File: src/rtl/multiplier8_seq_if.sv
// Handshake and data bundle for the sequential 8x8 multiplier.
// The master issues start/operands; the slave returns busy/done/product/ovf.
interface multiplier8_seq_if;
   logic        start;
   logic        is_signed;
   logic [7:0]  multiplicand;
   logic [7:0]  multiplier;
   logic        busy;
   logic        done;
   logic [15:0] product;
   logic        ovf;

   modport master (
      output start, is_signed, multiplicand, multiplier,
      input  busy, done, product, ovf
   );

   modport slave (
      input  start, is_signed, multiplicand, multiplier,
      output busy, done, product, ovf
   );
endinterface

File: src/rtl/multiplier8_seq.sv
// Sequential 8x8 shift-add multiplier for byte MUL/IMUL.
// Operates on magnitudes and negates at the end; ovf flags a significant upper half.
//
//   state  | meaning
//   S_IDLE | waiting for start
//   S_CALC | 8 shift-add iterations, then one cycle to finalize
//   S_DONE | result valid for one cycle, start accepted here
module multiplier8_seq (
   input  logic                   clk,
   input  logic                   rst_n,
   multiplier8_seq_if.slave       bus
);
   typedef enum logic [1:0] {S_IDLE, S_CALC, S_DONE} state_t;

   state_t      r_state;
   logic [2:0]  r_cnt;
   logic        r_fin;
   logic [7:0]  r_mag_a;
   logic [7:0]  r_mag_b;
   logic [15:0] r_acc;
   logic        r_neg;
   logic        r_is_signed;
   logic        r_busy;
   logic        r_done;
   logic [15:0] r_product;
   logic        r_ovf;

   logic [7:0]  w_mag_a;
   logic [7:0]  w_mag_b;
   logic [15:0] w_addend;
   logic [15:0] w_prod;
   logic        w_ovf;

   always_comb begin
      w_mag_a  = (bus.is_signed && bus.multiplicand[7]) ? (8'd0 - bus.multiplicand)
                                                        : bus.multiplicand;
      w_mag_b  = (bus.is_signed && bus.multiplier[7]) ? (8'd0 - bus.multiplier)
                                                      : bus.multiplier;
      w_addend = {8'd0, r_mag_a} << r_cnt;
      w_prod   = r_neg ? (16'd0 - r_acc) : r_acc;
      w_ovf    = r_is_signed ? (w_prod[15:8] != {8{w_prod[7]}})
                             : (w_prod[15:8] != 8'd0);
   end

   always_ff @(posedge clk) begin
      if (!rst_n) begin
         r_state     <= S_IDLE;
         r_cnt       <= 3'd0;
         r_fin       <= 1'b0;
         r_mag_a     <= 8'd0;
         r_mag_b     <= 8'd0;
         r_acc       <= 16'd0;
         r_neg       <= 1'b0;
         r_is_signed <= 1'b0;
         r_busy      <= 1'b0;
         r_done      <= 1'b0;
         r_product   <= 16'd0;
         r_ovf       <= 1'b0;
      end else begin
         r_done <= 1'b0;
         case (r_state)
            S_IDLE, S_DONE: begin
               if (bus.start) begin
                  r_state     <= S_CALC;
                  r_busy      <= 1'b1;
                  r_is_signed <= bus.is_signed;
                  r_mag_a     <= w_mag_a;
                  r_mag_b     <= w_mag_b;
                  r_neg       <= bus.is_signed & (bus.multiplicand[7] ^ bus.multiplier[7]);
                  r_acc       <= 16'd0;
                  r_cnt       <= 3'd0;
                  r_fin       <= 1'b0;
               end else begin
                  r_state <= S_IDLE;
               end
            end
            S_CALC: begin
               // r_fin marks the extra cycle after the 8th iteration, since the counter wraps
               if (r_fin) begin
                  r_state   <= S_DONE;
                  r_busy    <= 1'b0;
                  r_done    <= 1'b1;
                  r_product <= w_prod;
                  r_ovf     <= w_ovf;
                  r_fin     <= 1'b0;
               end else begin
                  if (r_mag_b[0])
                     r_acc <= r_acc + w_addend;
                  r_mag_b <= r_mag_b >> 1;
                  r_cnt   <= r_cnt + 3'd1;
                  if (r_cnt == 3'd7)
                     r_fin <= 1'b1;
               end
            end
            default: r_state <= S_IDLE;
         endcase
      end
   end

   assign bus.busy    = r_busy;
   assign bus.done    = r_done;
   assign bus.product = r_product;
   assign bus.ovf     = r_ovf;
endmodule
File: src/flat_wrapper.sv
// flat-port wrapper written by rule: the top's interface ports become plain ports
module multiplier8_seq_flat 
  (clk, rst_n, bus_start, bus_is_signed, bus_multiplicand, bus_multiplier, bus_busy, bus_done, bus_product, bus_ovf);
  multiplier8_seq_if bus_i ();
  input  logic clk;
  input  logic rst_n;
  input wire logic [$bits(bus_i.start)-1:0] bus_start;
  input wire logic [$bits(bus_i.is_signed)-1:0] bus_is_signed;
  input wire logic [$bits(bus_i.multiplicand)-1:0] bus_multiplicand;
  input wire logic [$bits(bus_i.multiplier)-1:0] bus_multiplier;
  output wire logic [$bits(bus_i.busy)-1:0] bus_busy;
  output wire logic [$bits(bus_i.done)-1:0] bus_done;
  output wire logic [$bits(bus_i.product)-1:0] bus_product;
  output wire logic [$bits(bus_i.ovf)-1:0] bus_ovf;
  assign bus_i.start = bus_start;
  assign bus_i.is_signed = bus_is_signed;
  assign bus_i.multiplicand = bus_multiplicand;
  assign bus_i.multiplier = bus_multiplier;
  assign bus_busy = bus_i.busy;
  assign bus_done = bus_i.done;
  assign bus_product = bus_i.product;
  assign bus_ovf = bus_i.ovf;
  multiplier8_seq u_core (.clk(clk), .rst_n(rst_n), .bus(bus_i));
endmodule
File: config.mk
export PLATFORM = sky130hd
export DESIGN_NAME = multiplier8_seq_flat
export DESIGN_NICKNAME = d
export VERILOG_FILES = /design/src/rtl/multiplier8_seq_if.sv /design/src/rtl/multiplier8_seq.sv /design/src/flat_wrapper.sv
export SDC_FILE = /design/constraint.sdc
export NUM_CORES = 1
export LEC_CHECK = 0
export ABC_AREA = 1
export CORE_MARGIN = 8
export CORE_UTILIZATION = 46
export DETAILED_ROUTE_END_ITERATION = 10
export PLACE_DENSITY_LB_ADDON = 0.05
export SLEW_MARGIN = 20
export SYNTH_ARGS = -nofsm -noshare
export SYNTH_HDL_FRONTEND = slang
export SYNTH_SLANG_ARGS = --single-unit
File: constraint.sdc
create_clock -name clk -period 8.1 [get_ports clk]
set_clock_uncertainty 0.2 [all_clocks]
set_input_delay 1.62 -clock clk [delete_from_list [all_inputs] [get_ports clk]]
set_output_delay 1.62 -clock clk [all_outputs]
set_load 0.05 [all_outputs]
# Word level (Yosys, flattened, before mapping)
# Cells that the tools add are included.
[totals] ff_bits=59 latchBits=0 ramBits=0 romBits=0 in_bits=20 wordCells=66 n_memories=0
[op_classes] n_addsub=5 multipliers=0 div_mod_pow=0 magnitude_cmp=0 n_eq_ne=8 shift=1 n_mux=25 n_bitwise=2 reduce_logical=13
[op_table] op="16-bit two-way mux" n=4
[op_table] op="8-bit two-way mux" n=4
[op_table] op="16-bit case mux with 2 select lines" n=1
[op_table] op="16-bit adder" n=1
[op_table] op="8-bit case mux with 2 select lines" n=1
[op_table] op="8-bit by 3-bit << shifter with 16-bit output" n=1
[op_table] op="1-bit by 16-bit subtractor with 16-bit output, first input constant" n=1
[op_table] op="1-bit by 8-bit subtractor with 8-bit output, first input constant" n=2
[op_table] op="1-bit two-way mux" n=8
[op_table] op="8-bit inequality test" n=1
[op_table] op="2-bit AND reduction" n=4
[op_table] op="8-bit nonzero test" n=1
[op_table] op="3-bit two-way mux" n=2
[op_table] op="3-bit case mux with 2 select lines" n=1
[op_table] op="3-bit AND reduction" n=2
[op_table] op="2-bit by 1-bit inequality test with 1-bit output, second input constant" n=2
[op_table] op="2-bit inequality test, second input constant" n=2
[op_table] op="1-bit case mux with 2 select lines" n=2
[op_table] op="2-bit case mux with 2 select lines" n=1
[op_table] op="4-bit AND reduction" n=1
[op_table] op="3-bit by 1-bit adder with 3-bit output, second input constant" n=1
[op_table] op="3-bit == test, second input constant" n=1
[op_table] op="2-bit by 1-bit == test with 1-bit output, second input constant" n=1
[op_table] op="2-bit == test, second input constant" n=1
[op_table] op="other kinds (7)" n=8

# Longest topological paths before layout
# Gate-level depths: netlist of the first run.
[logic_depth] depth_word=5 ltp_mapped=17

# Worst setup path before layout of the first run
# OpenSTA, ideal clock, no wires.
[synth_timing] path_kind="input port to flip-flop" start="input port bus_multiplicand[0]" end="register u_core.r_mag_a[5]" setup_ps=117 t_arrival_ps=2548 setup_slack_ps=5234 cell_stages=7 n_path_buf=0 path_cell_list="nor3_1 -> inv_1 -> or2_2 -> o21ai_0 -> nor2_1 -> o221ai_1 -> inv_1"
[synth_between] elab_chain_cells=2
[synth_lines] item="from (decl)" line="flat_wrapper.sv:9" rtl="input wire logic [$bits(bus_i.multiplicand)-1:0] bus_multiplicand;"
[synth_lines] item="1-bit by 8-bit subtractor with 8-bit output" line="multiplier8_seq.sv:35" rtl="w_mag_a = (bus.is_signed && bus.multiplicand[7]) ? (8'd0 - bus.multiplicand)"
[synth_lines] item="8-bit two-way mux" line="multiplier8_seq.sv:35"
[synth_lines] item="to (signal assigned)" line="multiplier8_seq.sv:67" rtl="r_mag_a <= w_mag_a;"
[synth_lines] item="to (decl)" line="multiplier8_seq.sv:18" rtl="logic [7:0] r_mag_a;"
# No other way between the ends.
# A chain may end at the register's enable or synchronous reset.

==> results of run 1 <==
per-stage QoR:
stage | hold WS (ns) | instance area [um2]
after global routing | 0.302 | 4610
after floorplan | 0.240 | 3980
after global placement | 0.254 | 4410
after CTS | 0.273 | 4610
after detailed placement | 0.261 | 4410
final | 0.270 | 4610
where the power goes:
part / switching, mW / internal [mW] / total, mW
Combinational: 0.136 / 0.0729 / 0.209
Clock: 0.132 / 0.144 / 0.276
Sequential: 0.0209 / 0.312 / 0.333
sequential cells by signal, indices dropped and copies added, names as in the netlist, 2 cells and up:
| name | cells |
|---|---|
| u_core.r_mag_a | 8 |
| u_core.r_acc | 16 |
| u_core.r_cnt | 3 |
| u_core.r_mag_b | 8 |
| u_core.r_state | 2 |
| u_core.bus.product | 16 |
path summary, 6_finish.rpt:
| check | from | endpoint | slack, ns |
|---|---|---|---|
| worst max register to register | u_core.r_cnt[0] | u_core.r_acc[15] | 4.88 |
| worst max-delay path | rst_n | u_core.r_mag_a[7] | 4.40 |
| worst min register to register | u_core.bus.busy | u_core.bus.busy | 0.27 |
| worst min-delay path | u_core.bus.busy | u_core.bus.busy | 0.27 |
final cells by class:
cell class	instances	area (um2)
clock buffer	9	124
clock inverter	7	77.6
inverter	77	292
timing repair buffer	38	375
sequential	59	1180
multi-input combinational	454	2420
tap	108	135
fill	865	3940
cell usage after synthesis (all sizes together):
library cell / count
o22ai: 1
fa: 1
inv: 75
clkbuf: 8
buf: 11
nor3b: 1
a211oi: 2
a32o: 1
nand4: 6
o211ai: 4
a21oi: 49
o31ai: 1
ha: 20
nor4: 1
nand3: 37
a21o: 3
xor2: 4
o21ai: 57
xnor2: 3
or2: 5
nand3b: 5
o221ai: 10
mux2i: 5
nand2: 153
dfxtp: 59
nor2: 61
a31oi: 5
a21boi: 6
clkinv: 2
o21bai: 2
o2111ai: 2
nor3: 7
o21a: 2
critical path, delay by kind of cell:
kind / cells / cell delay [ns]
compound gates: 1 / 0.15
buf+inv: 3 / 1.42
simple gates: 1 / 0.56
routing by layer:
| metal | vias to the layer above | share of wire, % | track usage [%] |
|---|---|---|---|
| met5 | - | 0 | 0 |
| met4 | 0 | 1.5 | 6.55 |
| met3 | 13 | 4.0 | 3.90 |
| met2 | 78 | 48 | 31.7 |
| met1 | 1780 | 47 | 23.0 |
| li1 | 2094 | - | - |
cells by family after synthesis:
logic type	share of synthesized area, %
xor+xnor	1.73
mux	1.26
buf+inv	9.55
fa+ha+maj	6.78
compound gates	21.3
flops	29.6
simple gates	29.7
==> results.yml, run 1 <==
run:
  cap_violations: 0
synth:
  synth_top_area_share_pct: 29.6
  synth.distinct_cells: 48
  syn_area_um2: 3980
  yosysWarnings: 0
  ys_ff_latch: 59
  synth.avg_cell_area_um2: 6.54
  synth_fp_nets: 650
  ys_seq_area_share_pct: 29.6
  netlist_instances: 609
  synth_top_cell_by_area: "dfxtp_1"
  synth.area.top_cells: "dfxtp_1, nand2_1, o21ai_0, inv_1, ha_1"
setup_path:
  cp.required_ns: 8.18
  arrival_ns: 3.78
  start_kind: "primary input"
  critical_path.max_fanout: 32
  endpoint_kind: "flop"
  reg2reg_depth: 15
  path_cells: "buf_2, clkinv_1, nor2_1, inv_1, o21ai_0"
  slowest_delay_ns: 0.84
  critPathKind: "in -> reg"
  cpMaxStageDelayCell: "clkinv_1"
drt:
  post_drt_wl_per_cell_um: 14.1
  vias: 3965
  initialDrtViolationCount: 195
  drtAntennaViolNets: 0
  routed_wl_um: 10600
  drc: 0
  dr.pass1.iters: 4
  routed_via_density: 5.27
die:
  num_rows: 34
  dieArea_um2: 11900
  die_h_um: 109
  io_pins: 39
  start_util_pct: 46.6
  die_x_um: 109
  coreArea_um2: 8550
global_routing:
  grt_use_total_pct: 18.7
  grt_pass1_vias: 3665
  grt_pass1_wl_um: 17600
  grt_max_degree: 33
  antenna_found_initial: 0
  grt_overflow: 0
clocking:
  clkSlewWorstSetupHoldPaths_ns: 0.07
  htree_levels: 3
  cts_resized: 0
  cts_buffers: 9
  root_buffer: "clkbuf_8"
  clock_sinks: 59
  cts_buffer_depth: 2
  cts_hold_buf: 0
  cts_tree: "yes"
  cts_setup_buffers: 0
  clkLatencyLatePin_ns: 0.35
final_layout:
  antennaDiodeCount: 0
  fin_cells: 752
  final_common_cell: "nand2_1"
  layout_common_cells: "nand2_1, inv_1, dfxtp_1"
  finish.utilization_pct: 53.9
  area_delta_synth_final_pct: 15.7
  drive_gt1_share_pct: 6.06
  nets: 680
hold_path:
  min_path_type: "reg -> reg"
  hold_depth: 2
power:
  peakVddDrop_mv: 0.142
  powerDensity_nw_per_um2: 177
  p_leak_nw: 2.13
  totalPowerFinal_mw: 0.818
timing:
  fin_ws_ns: 4.40
  fmax_mhz: 270
  period_share_pct: 45.7
  final.setup.tns_ns: 0
  period_needed_ns: 3.70
  hold_viol_final: 0
  rsz0062_at_grt: "no"
  worst_slew_pin_slew_ns: 1.03
  setup_viol: 0
  slew_viol_final: 0
  slew_headroom_pct: 30.9
placement:
  dp_hpwl_um: 8160
  io_buffers: 38
  dp_slack_ns: 3.11
  dp.cells: 736
  gp_congestion: 0.896
status:
  status: "finished, final reports clean"
No activity file was read; power rests on OpenSTA's default activity.
==> run 2, diff against run 1 <==
clock period = 3.33 ns   (was 8.1 ns; I/O delays follow)
==> results.yml, run 2 (synthesis results as in run 1) <==
power:
  totalPowerFinal_mw: 2.01
  intPower_mw: 1.29
  p_sw_mw: 0.718
  p_comb_share_pct: 26.0
  switching_share_pct: 35.7
  clkPwrFrac_pct: 34.1
  p_leak_nw: 2.16
  peakVddDrop_mv: 0.273
  powerDensity_nw_per_um2: 432
  seqPwrFrac_pct: 39.9
timing:
  fin_ws_ns: 0.406
  worst_slew_pin_slew_ns: 0.620
  slew_viol_final: 0
  slew_headroom_pct: 58.6
  final.setup.tns_ns: 0
  whs_ns: 0.270
  period_share_pct: 87.8
  rsz0062_at_grt: "no"
  hold_viol_final: 0
  setup_viol: 0
  fmax_mhz: 342
  period_needed_ns: 2.92
setup_path:
  r2r_end: "u_core.r_acc[13]"
  crit_start: "u_core.r_cnt[1]"
  endpoint_kind: "flop"
  rr_startpoint: "u_core.r_cnt[1]"
  reg2reg_depth: 15
  start_kind: "flop"
  critical_path.max_fanout: 13
  endpoint: "u_core.r_acc[13]"
  critPathKind: "reg -> reg"
  rrSetupSlack_ns: 0.41
  arrival_ns: 3.01
  cp.required_ns: 3.41
hold_path:
  hp-start: "u_core.r_mag_b[5]"
  min_path_type: "reg -> reg"
final_layout:
  drive_gt1_share_pct: 6.78
  fin_cells: 757
  final_common_cell: "nand2_1"
  antennaDiodeCount: 0
  final_design_area_no_fill_um2: 4650
  finish.utilization_pct: 54.4
  fillCellCount: 839
  area_delta_synth_final_pct: 16.8
  nets: 685
  layout_common_cells: "nand2_1, inv_1, dfxtp_1"
drt:
  drc: 0
  routed_via_density: 5.36
  routed_wl_um: 10800
  post_drt_wl_per_cell_um: 14.2
  vias: 4057
  drtAntennaViolNets: 0
  dr.pass1.iters: 7
  initialDrtViolationCount: 163
die:
  num_rows: 34
  coreArea_um2: 8550
  die_h_um: 109
  die_x_um: 109
  dieArea_um2: 11900
  io_pins: 39
  start_util_pct: 46.6
clocking:
  cts_tree: "yes"
  clock_sinks: 59
  cts_buffers: 9
  cts_resized: 0
  cts_buffer_depth: 2
  htree_levels: 3
  cts_hold_buf: 0
  root_buffer: "clkbuf_8"
  cts_setup_buffers: 0
  clkLatencyLatePin_ns: 0.35
  clkSlewWorstSetupHoldPaths_ns: 0.08
status:
  status: "finished, final reports clean"
placement:
  dp_hpwl_um: 8210
  dpl-instance-area_um2: 4450
  io_buffers: 38
  dp_slack_ns: 0.300
  gp_congestion: 0.918
  dp.cells: 741
global_routing:
  grt_pass1_wl_um: 18200
  grt_overflow: 0
  grt_use_total_pct: 19.3
  grt_max_degree: 32
  grt_pass1_vias: 3974
  antenna_found_initial: 0
run:
  cap_violations: 0
-- run 2: how the worst min path moves through the flow --
stage | endpoint | slack (ns) | cells after the start
floorplan | u_core.r_is_signed | 0.24 | 2
global placement | u_core.bus.busy | 0.25 | 2
detailed placement | u_core.r_mag_b[5] | 0.26 | 2
CTS | u_core.r_mag_b[5] | 0.27 | 2
global route | u_core.r_mag_b[7] | 0.28 | 2
finish | u_core.r_mag_b[5] | 0.27 | 2
-- run 2: area by class of cell --
cell class | count | area (um2) | share of cell area, %
Sequential cell | 59 | 1180 | 25.4
Multi-Input combinational cell | 454 | 2420 | 52.1
Inverter | 77 | 292 | 6.27
Timing Repair Buffer | 43 | 418 | 8.98
Tap cell | 108 | 135 | 2.90
Clock buffer | 9 | 124 | 2.66
Clock inverter | 7 | 77.6 | 1.67
-- run 2: layer usage --
| layer | vias up | GRT usage, % | wire length (um) |
|---|---|---|---|
| met4 | 0 | 6.35 | 182 |
| met2 | 90 | 32.5 | 5190 |
| met1 | 1851 | 24.0 | 4920 |
| li1 | 2098 | - | - |
| met3 | 18 | 3.96 | 495 |
| met5 | - | 0 | 0 |
-- run 2: power groups by stage --
stage / logic [mW] / clock network [mW] / registers [mW]
after floorplan: 0.307 / 0 / 0.875
after global placement: 0.515 / 0 / 0.817
after detailed placement: 0.523 / 0 / 0.817
after CTS: 0.526 / 0.698 / 0.801
after global routing: 0.585 / 0.741 / 0.808
final: 0.523 / 0.686 / 0.801
-- run 2: critical path, cell delays in order (launching register included) --
cell and delay, ns:
dfxtp_1 0.53, inv_1 0.27, nand2_1 0.12, o21ai_0 0.09
o21ai_0 0.25, ha_1 0.33, nand2_1 0.12, inv_1 0.05
a21oi_1 0.14, nand2_1 0.14, a21o_1 0.21, nand2_1 0.09
nand2_1 0.05, nand2_1 0.06, nand3_1 0.08, a21oi_1 0.14
